File: config.mk
export PLATFORM = sky130hd
export DESIGN_NAME = apb_master_bridge_flat
export DESIGN_NICKNAME = d
export VERILOG_FILES = /design/src/rtl/apb_pkg.sv /design/src/rtl/apb_if.sv /design/src/rtl/apb_master_bridge.sv /design/src/flat_wrapper.sv
export SDC_FILE = /design/constraint.sdc
export NUM_CORES = 1
export LEC_CHECK = 0
export BUFFER_PORTS_ARGS = -buffer_cell sky130_fd_sc_hd__buf_2
export CORE_MARGIN = 4
export CORE_UTILIZATION = 41
export CTS_BUF_LIST = sky130_fd_sc_hd__clkbuf_16
export DETAILED_ROUTE_END_ITERATION = 8
export PLACE_DENSITY = 0.8
export SLEW_MARGIN = 20
export SYNTH_ARGS = -nofsm -noshare
export SYNTH_HDL_FRONTEND = slang
export SYNTH_SLANG_ARGS = --single-unit
export TNS_END_PERCENT = 100
File: constraint.sdc
create_clock -name pclk -period 1.2 [get_ports pclk]
set_input_delay 0.06 -clock pclk [delete_from_list [all_inputs] [get_ports pclk]]
set_output_delay 0.06 -clock pclk [all_outputs]
set_load 0.01 [all_outputs]
File: src/rtl/apb_pkg.sv
// Shared types and defaults for the APB master bridge: FSM state encoding,
// default bus widths and packed command/response records.
package apb_pkg;

  localparam int APB_ADDR_W = 32;
  localparam int APB_DATA_W = 32;

  typedef enum logic [1:0] {
    IDLE   = 2'd0,
    SETUP  = 2'd1,
    ACCESS = 2'd2
  } apb_state_e;

  typedef struct packed {
    logic                  write;
    logic [APB_ADDR_W-1:0] addr;
    logic [APB_DATA_W-1:0] wdata;
  } apb_req_t;

  typedef struct packed {
    logic                  write;
    logic [APB_DATA_W-1:0] rdata;
  } apb_rsp_t;

endpackage

File: src/rtl/apb_if.sv
// Signal bundle between the system-side command/response streams, the
// bridge, and the APB bus. The master modport is the bridge's view; the
// slave modport is the view of everything around it.
interface apb_if
  import apb_pkg::*;
#(
  parameter int ADDR_W = APB_ADDR_W,
  parameter int DATA_W = APB_DATA_W
);

  // command stream
  logic              req_valid;
  logic              req_ready;
  logic              req_write;
  logic [ADDR_W-1:0] req_addr;
  logic [DATA_W-1:0] req_wdata;

  // response stream
  logic              rsp_valid;
  logic              rsp_ready;
  logic              rsp_write;
  logic [DATA_W-1:0] rsp_rdata;

  // APB bus
  logic [ADDR_W-1:0] paddr;
  logic              psel;
  logic              penable;
  logic              pwrite;
  logic [DATA_W-1:0] pwdata;
  logic [DATA_W-1:0] prdata;

  modport master (
    input  req_valid, req_write, req_addr, req_wdata,
    output req_ready,
    output rsp_valid, rsp_write, rsp_rdata,
    input  rsp_ready,
    output paddr, psel, penable, pwrite, pwdata,
    input  prdata
  );

  modport slave (
    output req_valid, req_write, req_addr, req_wdata,
    input  req_ready,
    input  rsp_valid, rsp_write, rsp_rdata,
    output rsp_ready,
    input  paddr, psel, penable, pwrite, pwdata,
    output prdata
  );

endinterface

File: src/rtl/apb_master_bridge.sv
// APB requester: turns a valid/ready command stream into fixed two-cycle
// SETUP/ACCESS transfers and returns completions through a one-entry
// response slot. A new command may be accepted during ACCESS, so transfers
// run back to back whenever the response slot can take the result.
module apb_master_bridge
  import apb_pkg::*;
#(
  parameter int ADDR_W = APB_ADDR_W,
  parameter int DATA_W = APB_DATA_W
) (
  input logic   pclk,
  input logic   preset,
  apb_if.master bus
);

  apb_state_e        state_q, state_d;
  logic              psel_q, psel_d;
  logic              penable_q, penable_d;
  logic              pwrite_q, pwrite_d;
  logic [ADDR_W-1:0] paddr_q, paddr_d;
  logic [DATA_W-1:0] pwdata_q, pwdata_d;

  logic              rsp_valid_q, rsp_valid_d;
  logic              rsp_write_q, rsp_write_d;
  logic [DATA_W-1:0] rsp_rdata_q, rsp_rdata_d;

  logic              slot_free;
  logic              req_ready;
  logic              accept;

  // Acceptance: only in IDLE or ACCESS, and only if the slot can absorb a result.
  always_comb begin
    slot_free = !rsp_valid_q || bus.rsp_ready;
    req_ready = ((state_q == IDLE) || (state_q == ACCESS)) && slot_free;
    accept    = req_ready && bus.req_valid;
  end

  // Next state and APB output registers; address/direction/data hold outside of a capture.
  always_comb begin
    state_d  = state_q;
    paddr_d  = paddr_q;
    pwrite_d = pwrite_q;
    pwdata_d = pwdata_q;

    case (state_q)
      IDLE: begin
        if (accept) begin
          state_d = SETUP;
        end
      end
      SETUP: begin
        state_d = ACCESS;
      end
      ACCESS: begin
        if (accept) begin
          state_d = SETUP;
        end else begin
          state_d = IDLE;
        end
      end
      default: begin
        state_d = IDLE;
      end
    endcase

    if (accept) begin
      paddr_d  = bus.req_addr;
      pwrite_d = bus.req_write;
      pwdata_d = bus.req_write ? bus.req_wdata : '0;
    end

    psel_d    = (state_d != IDLE);
    penable_d = (state_d == ACCESS);
  end

  // Response slot: drained by the consumer, loaded on the closing edge of ACCESS.
  always_comb begin
    rsp_valid_d = rsp_valid_q;
    rsp_write_d = rsp_write_q;
    rsp_rdata_d = rsp_rdata_q;

    if (rsp_valid_q && bus.rsp_ready) begin
      rsp_valid_d = 1'b0;
    end

    if (state_q == ACCESS) begin
      rsp_valid_d = 1'b1;
      rsp_write_d = pwrite_q;
      rsp_rdata_d = pwrite_q ? '0 : bus.prdata;
    end
  end

  // State and output registers with synchronous reset.
  always_ff @(posedge pclk) begin
    if (preset) begin
      state_q     <= IDLE;
      psel_q      <= 1'b0;
      penable_q   <= 1'b0;
      pwrite_q    <= 1'b0;
      paddr_q     <= '0;
      pwdata_q    <= '0;
      rsp_valid_q <= 1'b0;
      rsp_write_q <= 1'b0;
      rsp_rdata_q <= '0;
    end else begin
      state_q     <= state_d;
      psel_q      <= psel_d;
      penable_q   <= penable_d;
      pwrite_q    <= pwrite_d;
      paddr_q     <= paddr_d;
      pwdata_q    <= pwdata_d;
      rsp_valid_q <= rsp_valid_d;
      rsp_write_q <= rsp_write_d;
      rsp_rdata_q <= rsp_rdata_d;
    end
  end

  assign bus.req_ready = req_ready;
  assign bus.rsp_valid = rsp_valid_q;
  assign bus.rsp_write = rsp_write_q;
  assign bus.rsp_rdata = rsp_rdata_q;
  assign bus.paddr     = paddr_q;
  assign bus.psel      = psel_q;
  assign bus.penable   = penable_q;
  assign bus.pwrite    = pwrite_q;
  assign bus.pwdata    = pwdata_q;

endmodule

File: src/flat_wrapper.sv
// flat-port wrapper written by rule: the top's interface ports become plain ports
module apb_master_bridge_flat import apb_pkg::*;
#(
  parameter int ADDR_W = APB_ADDR_W,
  parameter int DATA_W = APB_DATA_W
)
  (pclk, preset, bus_req_valid, bus_req_write, bus_req_addr, bus_req_wdata, bus_req_ready, bus_rsp_valid, bus_rsp_write, bus_rsp_rdata, bus_rsp_ready, bus_paddr, bus_psel, bus_penable, bus_pwrite, bus_pwdata, bus_prdata);
  apb_if #(.ADDR_W(ADDR_W), .DATA_W(DATA_W)) bus_i ();
  input logic pclk;
  input logic preset;
  input wire logic [$bits(bus_i.req_valid)-1:0] bus_req_valid;
  input wire logic [$bits(bus_i.req_write)-1:0] bus_req_write;
  input wire logic [$bits(bus_i.req_addr)-1:0] bus_req_addr;
  input wire logic [$bits(bus_i.req_wdata)-1:0] bus_req_wdata;
  output wire logic [$bits(bus_i.req_ready)-1:0] bus_req_ready;
  output wire logic [$bits(bus_i.rsp_valid)-1:0] bus_rsp_valid;
  output wire logic [$bits(bus_i.rsp_write)-1:0] bus_rsp_write;
  output wire logic [$bits(bus_i.rsp_rdata)-1:0] bus_rsp_rdata;
  input wire logic [$bits(bus_i.rsp_ready)-1:0] bus_rsp_ready;
  output wire logic [$bits(bus_i.paddr)-1:0] bus_paddr;
  output wire logic [$bits(bus_i.psel)-1:0] bus_psel;
  output wire logic [$bits(bus_i.penable)-1:0] bus_penable;
  output wire logic [$bits(bus_i.pwrite)-1:0] bus_pwrite;
  output wire logic [$bits(bus_i.pwdata)-1:0] bus_pwdata;
  input wire logic [$bits(bus_i.prdata)-1:0] bus_prdata;
  assign bus_i.req_valid = bus_req_valid;
  assign bus_i.req_write = bus_req_write;
  assign bus_i.req_addr = bus_req_addr;
  assign bus_i.req_wdata = bus_req_wdata;
  assign bus_req_ready = bus_i.req_ready;
  assign bus_rsp_valid = bus_i.rsp_valid;
  assign bus_rsp_write = bus_i.rsp_write;
  assign bus_rsp_rdata = bus_i.rsp_rdata;
  assign bus_i.rsp_ready = bus_rsp_ready;
  assign bus_paddr = bus_i.paddr;
  assign bus_psel = bus_i.psel;
  assign bus_penable = bus_i.penable;
  assign bus_pwrite = bus_i.pwrite;
  assign bus_pwdata = bus_i.pwdata;
  assign bus_i.prdata = bus_prdata;
  apb_master_bridge #(.ADDR_W(ADDR_W), .DATA_W(DATA_W)) u_core (.pclk(pclk), .preset(preset), .bus(bus_i));
endmodule
; After elaboration in Yosys (flattened, before gate mapping)
; Index checks and enable logic that the tools add are counted.
[word_totals]
reg_bits = 103
latchBits = 0
ramBits = 0
romBits = 0
input_bits = 101
elab_cells = 28
mem_count = 0
[op_classes]
n_addsub = 0
multipliers = 0
n_div = 0
n_lt_le_gt_ge = 0
eq_ne = 3
shifts = 0
muxes = 7
bitwise = 0
reduce_logical = 9
[op_table]
columns = op, n
row1 = two-way mux 32 bit, 2
row2 = one-hot mux 2 bit (3 select lines), 1
row3 = "equality test 2 bit, second input constant", 2
row4 = nonzero test 2 bit, 2
row5 = logical AND 1 bit, 3
row6 = two-way mux 1 bit, 3
row7 = "equality test 2 x 1 -> 1 bit, second input constant", 1
row8 = logical NOT 2 bit, 1
row9 = logical OR 1 bit, 2
row10 = two-way mux 2 bit, 1
row11 = logical NOT 1 bit, 1

; Logic depth before layout (Yosys ltp)
; Gate-level depths: netlist of the first run.
[depth]
word_depth = 7
ltp_mapped = 5
depth_no_buf = 3

; Least setup slack after synthesis of the first run
; No wires, ideal clock.
[synth_path]
kind = register to register
startpoint = register u_core.rsp_valid_q, in the netlist u_core.bus.rsp_valid
endpoint = register u_core.paddr_q[24], in the netlist u_core.bus.paddr[24]
arrival_ns = 1.023
required_ns = 1.068
path_slack_ns = 0.044
path_stages_with_launch = 6
path_buffers = 2
path_cell_list = dfxtp_1 -> and2b_1 -> buf_4 -> buf_2 -> o21ai_0 -> a21oi_1
[synth_via]
elab_chain_cells = 4
[synth_rtl]
columns = item, line
row1 = start: declaration, apb_master_bridge.sv:23  ; logic rsp_valid_q, rsp_valid_d;
row2 = start signal: assignment, apb_master_bridge.sv:112  ; rsp_valid_q <= rsp_valid_d;
row3 = logical NOT 1 bit, apb_master_bridge.sv:33  ; slot_free = !rsp_valid_q || bus.rsp_ready;
row4 = logical OR 1 bit, apb_master_bridge.sv:33
row5 = logical AND 1 bit, apb_master_bridge.sv:34  ; req_ready = ((state_q == IDLE) || (state_q == ACCESS)) && slot_free;
row6 = logical AND 1 bit, apb_master_bridge.sv:35  ; accept = req_ready && bus.req_valid;
row7 = end signal: assignment, apb_master_bridge.sv:110  ; paddr_q <= paddr_d;
row8 = end: declaration, apb_master_bridge.sv:20  ; logic [ADDR_W-1:0] paddr_q, paddr_d;
; Every way passes these cells.
; A chain may end at the register's enable or synchronous reset.

; Worst setup path after layout of the first run
; Same ends and word-level chain as after synthesis.

==> results.sh, run 1 <==
export IMPL_status="finished with violations"
export IMPL_timing_setup_tns_ns=-0.662
export IMPL_worst_setup_hold_path_clk_slew_ns=0.07
export IMPL_cts_sinks=102
export IMPL_fin_nets=829
export IMPL_groute_layer_met1_usage_pct=27.9
export IMPL_max_freq_ghz=0.781
export IMPL_groute_layer_met3_usage_pct=6.25
export IMPL_cts_root_buffer="clkbuf_16"
export IMPL_final_max_slew_violation_count=0
export IMPL_final_wl_um=15000
export IMPL_p_total_mw=7.54
export IMPL_r2r_end="u_core.bus.paddr[24]$_SDFFE_PP0P_"
export IMPL_numCtsBuffers=9
export IMPL_static_leakage_power_nw=2.79
export IMPL_worst_reg2reg_setup_slack_ns=-0.08
export IMPL_vias_per_cell=5.43
export IMPL_ir_worst_vdd_uv=626
export IMPL_worst_hold_path_endpoint="u_core.bus.pwdata[3]$_SDFFE_PP0P_"
export IMPL_number_of_antenna_violations_at_the_first_check_in_global_routing=1
export IMPL_synthToLayoutAreaGrowth_pct=66.2
export IMPL_fin_hold_ws_ns=0.00596
export IMPL_max_slew_margin_pct=76.0
export IMPL_busiest_layer="met2"
export IMPL_ys_seq_elements=102
export IMPL_synthesis_instances=462
export IMPL_worst_hold_path_num_cells=3
export IMPL_dr_pass1_iters=5
export IMPL_final_cell_count_no_fill=862
export IMPL_pin_slew_with_the_least_headroom_to_its_limit_ns=0.360
export IMPL_final_period_minus_worst_setup_slack_ns=1.28
export IMPL_core_area_um2=9280
export IMPL_final_weighted_congestion_in_routability_driven_placement=0.745
export IMPL_buffer_ports_inserted=202
export IMPL_layout_setup_ws_ns=-0.0808
export IMPL_syn_cell_area_um2=3910
export IMPL_place_detailed_instances=756
export IMPL_dieWidth_um=106
export IMPL_die_h_um=106
export IMPL_worstReg2RegStart="u_core.bus.rsp_valid$_SDFFE_PP0P_"
export IMPL_count_of_distinct_cell_types_in_the_synthesized_netlist=19
export IMPL_dp_worst_setup_slack_ns=-0.0439
export IMPL_clk_path_buf_depth=2
export IMPL_critPathArrivalTime_ns=1.49
export IMPL_hp_start="bus_req_wdata[3]"
export IMPL_grt_pass1_vias=4650
export IMPL_number_of_failing_hold_endpoints_at_the_final_stage=0
export IMPL_hold_path_class="input pin to register"
export IMPL_routedWlPerCell_um=17.4
export IMPL_dp_hpwl_um=8230
export IMPL_pin_count_of_the_biggest_net_entering_global_routing=54
export IMPL_r2r_cells=5
export IMPL_end_kind="register"
export IMPL_layout_worst_path_cycle_share_pct=107
export IMPL_path_cells="and2b_2, buf_4, clkbuf_16, o21ai_1, a21oi_1"
export IMPL_failing_checks="negative setup slack"
export IMPL_worst_setup_path_startpoint="u_core.bus.rsp_valid$_SDFFE_PP0P_"
export IMPL_setup_violations_final=39
export IMPL_ant_nets=0
export IMPL_crit_fanout=13
export IMPL_worst_endpoint_required_ns=1.41
export IMPL_gr_total_overflow=0
export IMPL_yosysWarningCount=0
export IMPL_final_layout_size_suffix_gt1_share_pct=37.6
export IMPL_dr_total_vias=4684
export IMPL_drcViolationCount=0
export IMPL_max_cap_violations=0
export IMPL_synth_fp_nets=563
export IMPL_setup_worst_path_start_class="register"
export IMPL_globalRouteMet2Util_pct=43.3
export IMPL_finalClockSkew_ns=0.0102
export IMPL_htree_levels=3
export IMPL_io_pins=203
export IMPL_pwr_density_cell_nw_per_um2=1160
export IMPL_multi_input_comb_area_um2=1770
export IMPL_floorplan_rows=35
export IMPL_area_of_all_sequential_standard_cells_um2=2050
export IMPL_grt_first_pass_wirelength_um=22500
export IMPL_synth_seq_area_share_pct=52.2
export IMPL_track_usage_pct=24.8
export IMPL_start_util_pct=42.2
export IMPL_drt_initial_drc_count=336
export IMPL_tritoncts="done"
export IMPL_slowest_delay_ns=0.33
export IMPL_path_class="register to register"
export IMPL_insertion_delay_ns=0.34
export IMPL_synthesis_area_per_instance_um2=8.47
export IMPL_cp_slowest_cell="dfxtp_2"
export IMPL_floorplan_die_area_um2=11200
export IMPL_fillers=717
export IMPL_setup_repair_after_global_routing_missed_its_margin="true"
[what timing repair did]
item                                    4_1_cts  5_1_grt
setup buffers                                 3        0
hold endpoints to repair                     84        0
gates cloned                                  0        3
hold buffers                                 84        0
pin swaps                                     0        1
resized for setup                            39       55
endpoints found under the setup margin        9       77
[flip-flops by register name, indices dropped and copies added (netlist names)]
register / cells
u_core.bus.psel: 1
u_core.bus.pwrite: 1
u_core.bus.rsp_valid: 1
u_core.bus.rsp_write: 1
u_core.state_q: 1
u_core.bus.pwdata: 32
u_core.bus.penable: 1
u_core.bus.paddr: 32
u_core.bus.rsp_rdata: 32
[report_power, final]
group	internal [mW]	leakage (nW)	switching (mW)
Sequential	3.53	0.833	0.0900
Combinational	0.641	1.83	0.609
Clock	1.39	0.127	1.28
Total	5.56	2.79	1.98
[synthesized netlist by cell type]
cell type / n / area, µm²
nand2_1: 35 / 131
nor2b_2: 1 / 8.76
a21oi_1: 99 / 495
clkbuf_1: 26 / 97.6
o21ai_0: 54 / 270
nor3b_1: 1 / 7.51
and2b_1: 1 / 7.51
nand3_1: 33 / 165
o21bai_1: 1 / 7.51
o21ai_1: 11 / 55.1
dfxtp_1: 102 / 2040
buf_4: 5 / 37.5
clkbuf_2: 2 / 10.0
nand2b_1: 3 / 18.8
nor2_1: 2 / 7.51
nand3b_1: 32 / 240
nor2b_1: 1 / 6.26
buf_2: 21 / 105
nand4_1: 32 / 200
[worst max-delay path by stage]
stage                                              to  slack (ns)  depth (start not counted)
floorplan           u_core.bus.paddr[24]$_SDFFE_PP0P_        0.04                          5
global placement     u_core.bus.paddr[2]$_SDFFE_PP0P_        0.05                          4
detailed placement  u_core.bus.paddr[21]$_SDFFE_PP0P_       -0.04                          4
CTS                                     bus_req_ready       -0.06                          4
global route        u_core.bus.paddr[24]$_SDFFE_PP0P_        -0.1                          5
finish              u_core.bus.paddr[24]$_SDFFE_PP0P_       -0.08                          5
[layout make-up]
type	count	area share, %
Clock buffer	9	3.46
Clock inverter	6	0.615
Tap cell	129	2.48
Timing Repair Buffer	309	34.7
Antenna cell	1	0.0385
Multi-Input combinational cell	306	27.2
Sequential cell	102	31.5
[worst max-delay path: cells and delay by family (launching register included)]
| kind | cells | cell delay, ns |
|---|---|---|
| buffers and inverters | 2 | 0.36 |
| DFF | 1 | 0.33 |
| AOI/OAI and AO/OA | 2 | 0.26 |
| and+or+nand+nor | 1 | 0.21 |
[kinds of logic (layout without fill, tap and decap cells)]
group,after synthesis,after routing,synth area share [%]
AND/OR/NAND/NOR,141,141,20.3
other,0,1,0
AO/OA/AOI/OAI,165,165,21.2
flip-flops,102,102,52.2
buffers and inverters,54,324,6.39
[stage by stage]
step / area [µm²] / util (%)
CTS: 6290 / 67.8
finish: 6510 / 70.1
global route: 6510 / 70.1
detailed placement: 5150 / 55.5
global placement: 5150 / 55.5
floorplan: 3910 / -
[metal layers]
metal	vias to the layer above	part of all wire, %
met4	0	3.5
met5	-	0
met3	47	7.4
met1	2212	38
li1	2178	-
met2	247	51
[layout by cell type, fill, tap and decap left out]
| cell type | instances |
|---|---|
| buf_6 | 3 |
| buf_4 | 6 |
| dlygate4sd3_1 | 84 |
| buf_2 | 200 |
| dfxtp_4 | 1 |
| a21oi_2 | 2 |
| clkinvlp_4 | 2 |
| nand3b_1 | 32 |
| nor2b_2 | 1 |
| nor3b_1 | 1 |
| o21ai_2 | 25 |
| nor2_4 | 1 |
| nand2b_4 | 1 |
| nand3_1 | 33 |
| nand4_1 | 32 |
| o21ai_1 | 38 |
| inv_1 | 1 |
| nor2_1 | 1 |
| inv_6 | 1 |
| buf_16 | 1 |
| a21oi_1 | 97 |
| buf_12 | 13 |
| nand2b_1 | 1 |
| diode_2 | 1 |
| o21bai_1 | 1 |
| dfxtp_1 | 100 |
| dfxtp_2 | 1 |
| clkbuf_16 | 11 |
| nand2b_2 | 1 |
| and2b_2 | 1 |
| nand2_1 | 35 |
| o21ai_4 | 2 |
| clkinv_4 | 1 |
| clkinv_1 | 1 |
| nor2b_4 | 1 |
Power figures use the tool's default switching activity.
==> run 2: changes to the inputs <==
--- a/config.mk
+++ b/config.mk
@@ -7,10 +7,10 @@
 export LEC_CHECK = 0
 export BUFFER_PORTS_ARGS = -buffer_cell sky130_fd_sc_hd__buf_2
 export CORE_MARGIN = 4
-export CORE_UTILIZATION = 41
+export CORE_UTILIZATION = 48
 export CTS_BUF_LIST = sky130_fd_sc_hd__clkbuf_16
 export DETAILED_ROUTE_END_ITERATION = 8
-export PLACE_DENSITY = 0.8
+export PLACE_DENSITY = 0.88
 export SLEW_MARGIN = 20
 export SYNTH_ARGS = -nofsm -noshare
 export SYNTH_HDL_FRONTEND = slang
==> constraint.sdc (replaced) <==
create_clock -name pclk -period 1.5 [get_ports pclk]
set_input_delay 0.075 -clock pclk [delete_from_list [all_inputs] [get_ports pclk]]
set_output_delay 0.075 -clock pclk [all_outputs]
set_load 0.01 [all_outputs]
==> results.sh, run 2 (synthesized netlist as in run 1, its figures left out) <==
export IMPL_status="complete, no violations"
export IMPL_fin_nets=752
export IMPL_path_cells="and2b_2, buf_12, nor2_1, buf_2"
export IMPL_dp_hpwl_um=7920
export IMPL_n_antenna_cell=0
export IMPL_synthToLayoutAreaGrowth_pct=40.2
export IMPL_cts_sinks=102
export IMPL_final_cell_count_no_fill=757
export IMPL_io_pins=203
export IMPL_numCtsBuffers=9
export IMPL_timing_setup_tns_ns=0
export IMPL_crit_fanout=33
export IMPL_core_area_um2=7810
export IMPL_end_kind="output port"
export IMPL_layout_worst_path_cycle_share_pct=93.9
export IMPL_cts_root_buffer="clkbuf_16"
export IMPL_setup_worst_path_start_class="register"
export IMPL_slowest_delay_ns=0.33
export IMPL_cp_slowest_cell="dfxtp_1"
export IMPL_finalClockSkew_ns=0.00704
export IMPL_pin_slew_with_the_least_headroom_to_its_limit_ns=0.594
export IMPL_max_freq_ghz=0.710
export IMPL_place_detailed_instances=724
export IMPL_final_cell_mix="buf_2 (201), dfxtp_1 (102), a21oi_1 (99), o21ai_0 (54), nand2_1 (35)"
export IMPL_worst_setup_hold_path_clk_slew_ns=0.07
export IMPL_insertion_delay_ns=0.33
export IMPL_grt_first_pass_wirelength_um=19300
export IMPL_drcViolationCount=0
export IMPL_max_cap_violations=0
export IMPL_start_util_pct=50.1
export IMPL_static_leakage_power_nw=2.41
export IMPL_gr_total_overflow=0
export IMPL_track_usage_pct=23.7
export IMPL_max_slew_margin_pct=60.4
export IMPL_grt_pass1_vias=3975
export IMPL_path_class="register to output port"
export IMPL_setup_repair_after_global_routing_missed_its_margin="false"
export IMPL_final_max_slew_violation_count=0
export IMPL_floorplan_rows=32
export IMPL_critPathArrivalTime_ns=1.33
export IMPL_number_of_antenna_violations_at_the_first_check_in_global_routing=1
export IMPL_dieWidth_um=98.3
export IMPL_final_util_pct=70.3
export IMPL_dr_pass1_iters=5
export IMPL_clk_path_buf_depth=2
export IMPL_routedWlPerCell_um=16.1
export IMPL_drt_initial_drc_count=243
export IMPL_tritoncts="done"
export IMPL_setup_violations_final=0
export IMPL_final_weighted_congestion_in_routability_driven_placement=0.879
export IMPL_htree_levels=3
export IMPL_floorplan_die_area_um2=9660
export IMPL_vias_per_cell=5.60
export IMPL_final_layout_size_suffix_gt1_share_pct=35.4
export IMPL_mostFrequentLayoutCell="buf_2"
export IMPL_hold_path_class="input pin to register"
export IMPL_ir_worst_vdd_uv=723
export IMPL_die_h_um=98.3
export IMPL_ant_nets=0
export IMPL_fillers=643
export IMPL_post_cts_setup_buffer_count=0
export IMPL_pin_count_of_the_biggest_net_entering_global_routing=67
export IMPL_number_of_failing_hold_endpoints_at_the_final_stage=0
export IMPL_buffer_ports_inserted=202
export IMPL_worst_endpoint_required_ns=1.42
export IMPL_dr_total_vias=4237
export IMPL_pwr_density_cell_nw_per_um2=1060
export IMPL_final_wl_um=12200
export IMPL_final_period_minus_worst_setup_slack_ns=1.41
==> run 2: changes by cell type in the layout (fill, tap and decap cells not counted), moves of 5 or more <==
| cell | delta |
|---|---|
| buf_12 | -5 |
| dlygate4sd3_1 | -67 |
| o21ai_0 | +54 |
| o21ai_1 | -27 |
| o21ai_2 | -25 |
==> run 2: power by group <==
group / internal [mW] / total [mW] / switching (mW)
clock: 1.27 / 2.20 / 0.932
combinational: 0.348 / 0.761 / 0.413
sequential: 2.83 / 2.88 / 0.0571
total: 4.44 / 5.84 / 1.40
==> run 2: per-layer routing <==
layer	track usage, %	vias up	wire length (µm)
met5	0	-	8
met4	9.66	2	278
met3	6.21	26	1080
met2	39.3	212	6150
met1	29.4	1983	4700
li1	-	2014	-
==> run 2: worst max-delay path: cells and delay by family (launching register included) <==
kind	cells	cell delay, ns
flops	1	0.33
simple gates	2	0.35
buf+inv	2	0.32
==> run 2: cell type report <==
class                           count  area [µm²]  share of cell area (%)
Sequential cell                   102        2040                    37.2
Clock inverter                      6        56.3                    1.03
Multi-Input combinational cell    306        1640                    29.8
Timing Repair Buffer              232        1400                    25.6
Clock buffer                        9         225                    4.10
Tap cell                          102         128                    2.33
==> run 2: path summary, 6_finish.rpt <==
check                                                            from                                     to  slack [ns]  cells past startpoint
worst max-delay path                u_core.bus.rsp_valid$_SDFFE_PP0P_                          bus_req_ready        0.09                      4
worst min register to register  u_core.bus.rsp_rdata[15]$_SDFFE_PP0N_  u_core.bus.rsp_rdata[15]$_SDFFE_PP0N_        0.45                      2
worst max register to register           u_core.state_q[0]$_SDFF_PP0_      u_core.bus.paddr[30]$_SDFFE_PP0P_        0.16                      4
worst min-delay path                                  bus_req_addr[6]       u_core.bus.paddr[6]$_SDFFE_PP0P_       0.007                      3
==> run 2: what timing repair did <==
action                                 CTS  global route
setup endpoints to repair                0             5
endpoints found under the hold margin   17             0
hold buffers                            17             0
gates resized for setup                  0             1
==> run 2: per-stage QoR <==
| step | cell area (µm²) | power, mW | setup WS [ns] | hold slack, ns |
|---|---|---|---|---|
| 2_1_floorplan | 3910 | 3.31 | 0.344 | 0.159 |
| 3_3_place_gp | 5010 | 3.63 | 0.233 | 0.327 |
| 3_5_place_dp | 5010 | 3.66 | 0.0830 | 0.337 |
| 4_1_cts | 5460 | 5.88 | 0.0553 | 0.000370 |
| 5_1_grt | 5490 | 6.10 | 0.0222 | 0.00212 |
| 6_report | 5490 | 5.84 | 0.0914 | 0.00654 |
